<file path="src/rtl/sub64bit_serial.sv">
// sub64bit_serial: multi-cycle bit-serial subtractor for the ALU subq/cmp path.
// It computes diff = a - b as a + ~b + 1. Each clock it resolves BITS_PER_CYCLE bits,
// starting from the LSB. It also produces the Y86-64 condition codes OF, ZF and SF.
// Optional feature: define SUB64_CF_EN to add the cf port (unsigned borrow out).
// The execute stage stalls while busy is high. Results hold until the next done pulse.
module sub64bit_serial #(
  parameter int WIDTH          = 64,
  parameter int BITS_PER_CYCLE = 1
) (
  input  logic             clk,
  input  logic             rst,
  input  logic             start,
  input  logic [WIDTH-1:0] a,
  input  logic [WIDTH-1:0] b,
  output logic             busy,
  output logic             done,
  output logic [WIDTH-1:0] diff,
  output logic             of,
  output logic             zf,
  output logic             sf
`ifdef SUB64_CF_EN
  ,output logic            cf
`endif
);

  localparam int N  = WIDTH / BITS_PER_CYCLE;
  localparam int CW = (N > 1) ? $clog2(N) : 1;

  // A chunk width that does not divide the operand would leave a partial last step.
  generate
    if ((WIDTH % BITS_PER_CYCLE) != 0) begin : g_bad_cfg
      $error("sub64bit_serial: BITS_PER_CYCLE must divide WIDTH");
    end
  endgenerate

  typedef enum logic [1:0] {
    S_IDLE = 2'd0,
    S_RUN  = 2'd1,
    S_DONE = 2'd2
  } state_t;

  state_t           state_q, state_d;
  logic [WIDTH-1:0] a_sh_q, a_sh_d;
  logic [WIDTH-1:0] b_sh_q, b_sh_d;
  logic [WIDTH-1:0] res_sh_q, res_sh_d;
  logic             carry_q, carry_d;
  logic [CW-1:0]    cnt_q, cnt_d;
  logic [WIDTH-1:0] diff_q, diff_d;
  logic             of_q, of_d;
  logic             zf_q, zf_d;
  logic             sf_q, sf_d;
`ifdef SUB64_CF_EN
  logic             cf_q, cf_d;
`endif

  // A start request counts whenever the unit is not busy, so it is accepted in IDLE and in DONE.
  logic accept;
  logic last_step;
  assign accept    = start && (state_q != S_RUN);
  assign last_step = (state_q == S_RUN) && (cnt_q == CW'(N - 1));

  // Ripple-carry chunk adder over the low bits of the shift registers.
  // c_chain[BITS_PER_CYCLE-1] is the carry into the chunk MSB. On the last step that bit is the word MSB.
  logic [BITS_PER_CYCLE:0]   c_chain;
  logic [BITS_PER_CYCLE-1:0] sum_chunk;
  logic [WIDTH-1:0]          res_shifted;

  assign c_chain[0] = carry_q;
  generate
    for (genvar gi = 0; gi < BITS_PER_CYCLE; gi++) begin : g_chunk
      assign sum_chunk[gi]   = a_sh_q[gi] ^ b_sh_q[gi] ^ c_chain[gi];
      assign c_chain[gi + 1] = (a_sh_q[gi] & b_sh_q[gi]) |
                               (a_sh_q[gi] & c_chain[gi]) |
                               (b_sh_q[gi] & c_chain[gi]);
    end
    // Result bits enter at the MSB end. After N steps the first chunk has reached bit 0.
    if (BITS_PER_CYCLE == WIDTH) begin : g_res_full
      assign res_shifted = sum_chunk;
    end else begin : g_res_shift
      assign res_shifted = {sum_chunk, res_sh_q[WIDTH-1:BITS_PER_CYCLE]};
    end
  endgenerate

  // Next-state logic: IDLE -> RUN on start, RUN -> DONE after N steps, DONE -> RUN or IDLE.
  always_comb begin
    state_d = state_q;
    case (state_q)
      S_IDLE:  if (start) state_d = S_RUN;
      S_RUN:   if (last_step) state_d = S_DONE;
      S_DONE:  state_d = start ? S_RUN : S_IDLE;
      default: state_d = S_IDLE;
    endcase
  end

  // Datapath: load the operands on accept, step once per RUN cycle, and publish flags on the last step.
  always_comb begin
    a_sh_d   = a_sh_q;
    b_sh_d   = b_sh_q;
    res_sh_d = res_sh_q;
    carry_d  = carry_q;
    cnt_d    = cnt_q;
    diff_d   = diff_q;
    of_d     = of_q;
    zf_d     = zf_q;
    sf_d     = sf_q;
`ifdef SUB64_CF_EN
    cf_d     = cf_q;
`endif
    if (accept) begin
      // Subtraction is performed as addition of the inverted subtrahend plus a carry-in of 1.
      a_sh_d  = a;
      b_sh_d  = ~b;
      carry_d = 1'b1;
      cnt_d   = '0;
    end else if (state_q == S_RUN) begin
      a_sh_d   = a_sh_q >> BITS_PER_CYCLE;
      b_sh_d   = b_sh_q >> BITS_PER_CYCLE;
      res_sh_d = res_shifted;
      carry_d  = c_chain[BITS_PER_CYCLE];
      cnt_d    = cnt_q + CW'(1);
      if (last_step) begin
        diff_d = res_shifted;
        of_d   = c_chain[BITS_PER_CYCLE] ^ c_chain[BITS_PER_CYCLE-1];
        zf_d   = ~|res_shifted;
        sf_d   = res_shifted[WIDTH-1];
`ifdef SUB64_CF_EN
        // If there is no carry out of a + ~b + 1, then a < b as unsigned numbers.
        cf_d   = ~c_chain[BITS_PER_CYCLE];
`endif
      end
    end
  end

  // State and datapath registers. Reset aborts any operation in flight and clears the results.
  always_ff @(posedge clk) begin
    if (rst) begin
      state_q  <= S_IDLE;
      a_sh_q   <= '0;
      b_sh_q   <= '0;
      res_sh_q <= '0;
      carry_q  <= 1'b0;
      cnt_q    <= '0;
      diff_q   <= '0;
      of_q     <= 1'b0;
      zf_q     <= 1'b0;
      sf_q     <= 1'b0;
`ifdef SUB64_CF_EN
      cf_q     <= 1'b0;
`endif
    end else begin
      state_q  <= state_d;
      a_sh_q   <= a_sh_d;
      b_sh_q   <= b_sh_d;
      res_sh_q <= res_sh_d;
      carry_q  <= carry_d;
      cnt_q    <= cnt_d;
      diff_q   <= diff_d;
      of_q     <= of_d;
      zf_q     <= zf_d;
      sf_q     <= sf_d;
`ifdef SUB64_CF_EN
      cf_q     <= cf_d;
`endif
    end
  end

  assign busy = (state_q == S_RUN);
  assign done = (state_q == S_DONE);
  assign diff = diff_q;
  assign of   = of_q;
  assign zf   = zf_q;
  assign sf   = sf_q;
`ifdef SUB64_CF_EN
  assign cf   = cf_q;
`endif

endmodule
</file>
<file path="config.mk">
export PLATFORM = sky130hd
export DESIGN_NAME = sub64bit_serial
export DESIGN_NICKNAME = d
export VERILOG_FILES = /design/src/rtl/sub64bit_serial.sv
export SDC_FILE = /design/constraint.sdc
export NUM_CORES = 1
export LEC_CHECK = 0
export CAP_MARGIN = 20
export CORE_MARGIN = 5
export CORE_UTILIZATION = 46
export CTS_BUF_LIST = sky130_fd_sc_hd__clkbuf_8
export CTS_CLUSTER_DIAMETER = 150
export DETAILED_ROUTE_END_ITERATION = 10
export GPL_ROUTABILITY_DRIVEN = 0
export HOLD_SLACK_MARGIN = 0.03
export PLACE_DENSITY = 0.75
export SLEW_MARGIN = 15
export SYNTH_ARGS = -nofsm -noshare
export SYNTH_HDL_FRONTEND = slang
export SYNTH_SLANG_ARGS = --single-unit
</file>
<file path="constraint.sdc">
create_clock -name clk -period 1.9 [get_ports clk]
set_input_delay 0.19 -clock clk [delete_from_list [all_inputs] [get_ports clk]]
set_output_delay 0.19 -clock clk [all_outputs]
set_load 0.01 [all_outputs]
</file>
==> run metrics <==
cell chain of the critical path fa_1, nor4_2, nand4_1, or4_1, a211oi_2; layout net count 1558; Slew HR 62.2%; clock sinks 266; DIE WIDTH 161 microns; Worst Path Buf+Inv 0; Setup crit start kind flip-flop; grt met3 use 5.03%; Hold Startpoint start; IO Count 200; vias in the first global route 8675; diode count 0; Clock Latency Late Sink 0.54 ns; Setup Viol. Count Final 0; # fillers 1999; met2 track demand over resource 31.4%; syn nets 1397; Area Growth Syn to Fin 30.0%; wire per inst 14.7 microns; GRT overflow 0; Seq cells post-synth 266; peak supply drop 0.000497 V; clk buf depth 3; vias 9191; crit path kind reg2reg; CP max-delay cell fa_1; fmax 0.570 GHz; cell count of the worst hold path 3; DRT Pass-1 Iters 6; number of library cell types mapped by synthesis 30; clock-pin slew on the worst setup and hold paths 0.06 ns; fin crit period 1.76 ns; core box area 22500 sq um; total length of routed wires 25.6 mm; global-route wire length before repair 41.8 mm; dominant cells by area after synthesis dfxtp_1 51%, nand2_1 14%, a21oi_1 9.3%, mux2i_1 6.1%, a211oi_1 4.6%; share of layout cells above drive strength 1 6.94%; Pleak 4.96 nW; dpl hpwl 17.1 mm; kind of cell adding the most delay to the critical path simple AND/OR/NAND/NOR gates; Mapped Area 10400 sq um; Seq/Total Area, Yosys 51.1%; area leader, netlist dfxtp_1; CP required 2.36 ns; max incr delay on CP 0.51 ns; num rows 55; most common cell after layout, fill and taps aside nand2_1; drc violations 0; 1st-iter DRT viols 456; number of CTS-inserted buffers 44; worst r2r src carry_q$_SDFFE_PP0P_; clock tree from TritonCTS yes; Post-Syn Instances 1264; CTS Hold Bufs 0; max-slew violations 0; Finished Layout Cells 1740; Ys Warns 0; final setup skew 0.0317 ns; GRT Total Usage 18.9%; Tcrit/Tclk final 92.4%; Synth async-reset ratio 0%; max-cap violations 0; post-route cell area 13500 sq um; sequential standard cell area 5330 sq um; initial core utilization 46.3%; gr busiest metal met2; power per cell area 887 nW/um^2; Critical Path AT 2.22 ns; remaining antenna violation count 0; total die area 25800 sq um; post-synthesis average cell area 8.25 sq um; Multi-input gate area 4630 sq um; met1 Use GR 24.1%; Hold Path End b_sh_q[63]$_SDFFE_PP0P_; worst slew pin tran 0.568 ns; share of the synthesized area in the top cell type 51.1%; final hold vios 0; root buf cell clkbuf_8; R2R Path End zf$_SDFFE_PP0P_; H-tree levels 2; Die H 161 microns; IO buf count 199; Worst Setup End Kind flip-flop; worst r2r path cells 5; Synth Flop Type dfxtp_1; # Post-CTS Setup Buffers 0; RSZ-0062 raised after global routing no; worst-path fanout max 2; via/cell ratio 5.28; HP Class in2reg; placed cells 1664; initial antenna violation count 1; outcome completed; r2r setup slk 0.14 ns; placed instance area 12700 sq um; number of flops mapped to enable cells by yosys 0; largest net degree at the start of global routing 105; highest-count cells in the layout ignoring fill and taps 383 x nand2_1, 265 x dfxtp_1, 195 x clkdlybuf4s50_1
worst max path at each step:
stage / start / to / slack [ns] / cells after the start
after floorplan: a_sh_q[0]$_SDFFE_PP0P_ / zf$_SDFFE_PP0P_ / 0.02 / 5
after global routing: carry_q$_SDFFE_PP0P_ / zf$_SDFFE_PP0P_ / 0.008 / 5
after detailed placement: a_sh_q[0]$_SDFFE_PP0P_ / zf$_SDFFE_PP0P_ / -0.07 / 5
after global placement: a_sh_q[0]$_SDFFE_PP0P_ / zf$_SDFFE_PP0P_ / -0.05 / 5
after CTS: carry_q$_SDFFE_PP0P_ / zf$_SDFFE_PP0P_ / 0.02 / 5
final: carry_q$_SDFFE_PP0P_ / zf$_SDFFE_PP0P_ / 0.14 / 5
sequential cells by signal, indices dropped and copies added (netlist names):
register	count
of	1
a_sh_q	64
state_q	2
cnt_q	6
res_sh_q	63
b_sh_q	64
carry_q	1
zf	1
diff	64
through the flow:
step / util, % / worst slack, ns / TNS [ns] / hold WS (ns) / power (mW)
final: 60.2 / 0.145 / 0 / 0.158 / 12.0
after global routing: 60.2 / 0.00776 / 0 / 0.138 / 12.6
after CTS: 60.2 / 0.0220 / 0 / 0.110 / 12.2
after detailed placement: 56.4 / -0.0747 / -0.0747 / 0.442 / 7.33
after global placement: 56.4 / -0.0453 / -0.0453 / 0.439 / 7.30
after floorplan: - / 0.0158 / 0 / 0.307 / 6.81
worst reg2reg max path: stages, from the launching register on:
cell	delay [ns]
dfxtp_2	0.33
fa_1	0.51
nor4_2	0.14
nand4_1	0.10
or4_1	0.42
a211oi_2	0.18
power by group:
group | switching (mW) | internal [mW] | total, mW
Combinational | 0.625 | 0.613 | 1.24
Sequential | 0.133 | 5.83 | 5.97
Clock | 2.18 | 2.63 | 4.81
timing repair:
action,4_1_cts,5_1_grt
cloned,0,0
pin swaps,5,1
resized for setup,2,2
setup endpoints to repair,2,2
endpoints found under the hold margin,0,0
cell families after synthesis:
| family | after synthesis | synth area share, % |
|---|---|---|
| AOI/OAI and AO/OA | 323 | 18.7 |
| and+or+nand+nor | 490 | 18.6 |
| xor gates and xnor gates | 6 | 0.504 |
| muxes | 64 | 6.15 |
| adders and majority gates | 2 | 0.312 |
| buffers and inverters | 113 | 4.66 |
| DFF | 266 | 51.1 |
routing by layer:
| layer | wire, microns | share of wire (%) | vias to the layer above |
|---|---|---|---|
| met5 | 13 | 0.051 | - |
| met4 | 517 | 2.0 | 2 |
| met3 | 1680 | 6.6 | 42 |
| met2 | 12200 | 48 | 229 |
| met1 | 11200 | 44 | 4272 |
| li1 | - | - | 4646 |
cells in the mapped netlist, types with 2 or more instances:
cell,instances
nand4_1,7
a211oi_1,64
buf_4,4
dfxtp_1,266
nor4_2,3
nor4_1,13
nor2_1,74
buf_2,37
mux2i_1,64
nor3_1,3
buf_1,7
and3_1,2
a21oi_1,193
xor2_1,4
xnor2_1,2
o211ai_1,63
clkbuf_1,63
nand2_1,383
final cells by class:
cell class,instances,share of cell area (%)
Clock inverter,20,0.646
Clock buffer,56,5.69
Multi-Input combinational cell,885,34.2
Tap cell,285,2.63
Sequential cell,266,39.3
Timing Repair Buffer,226,17.4
Inverter,2,0.0739
Power figures use the tool's default switching activity.
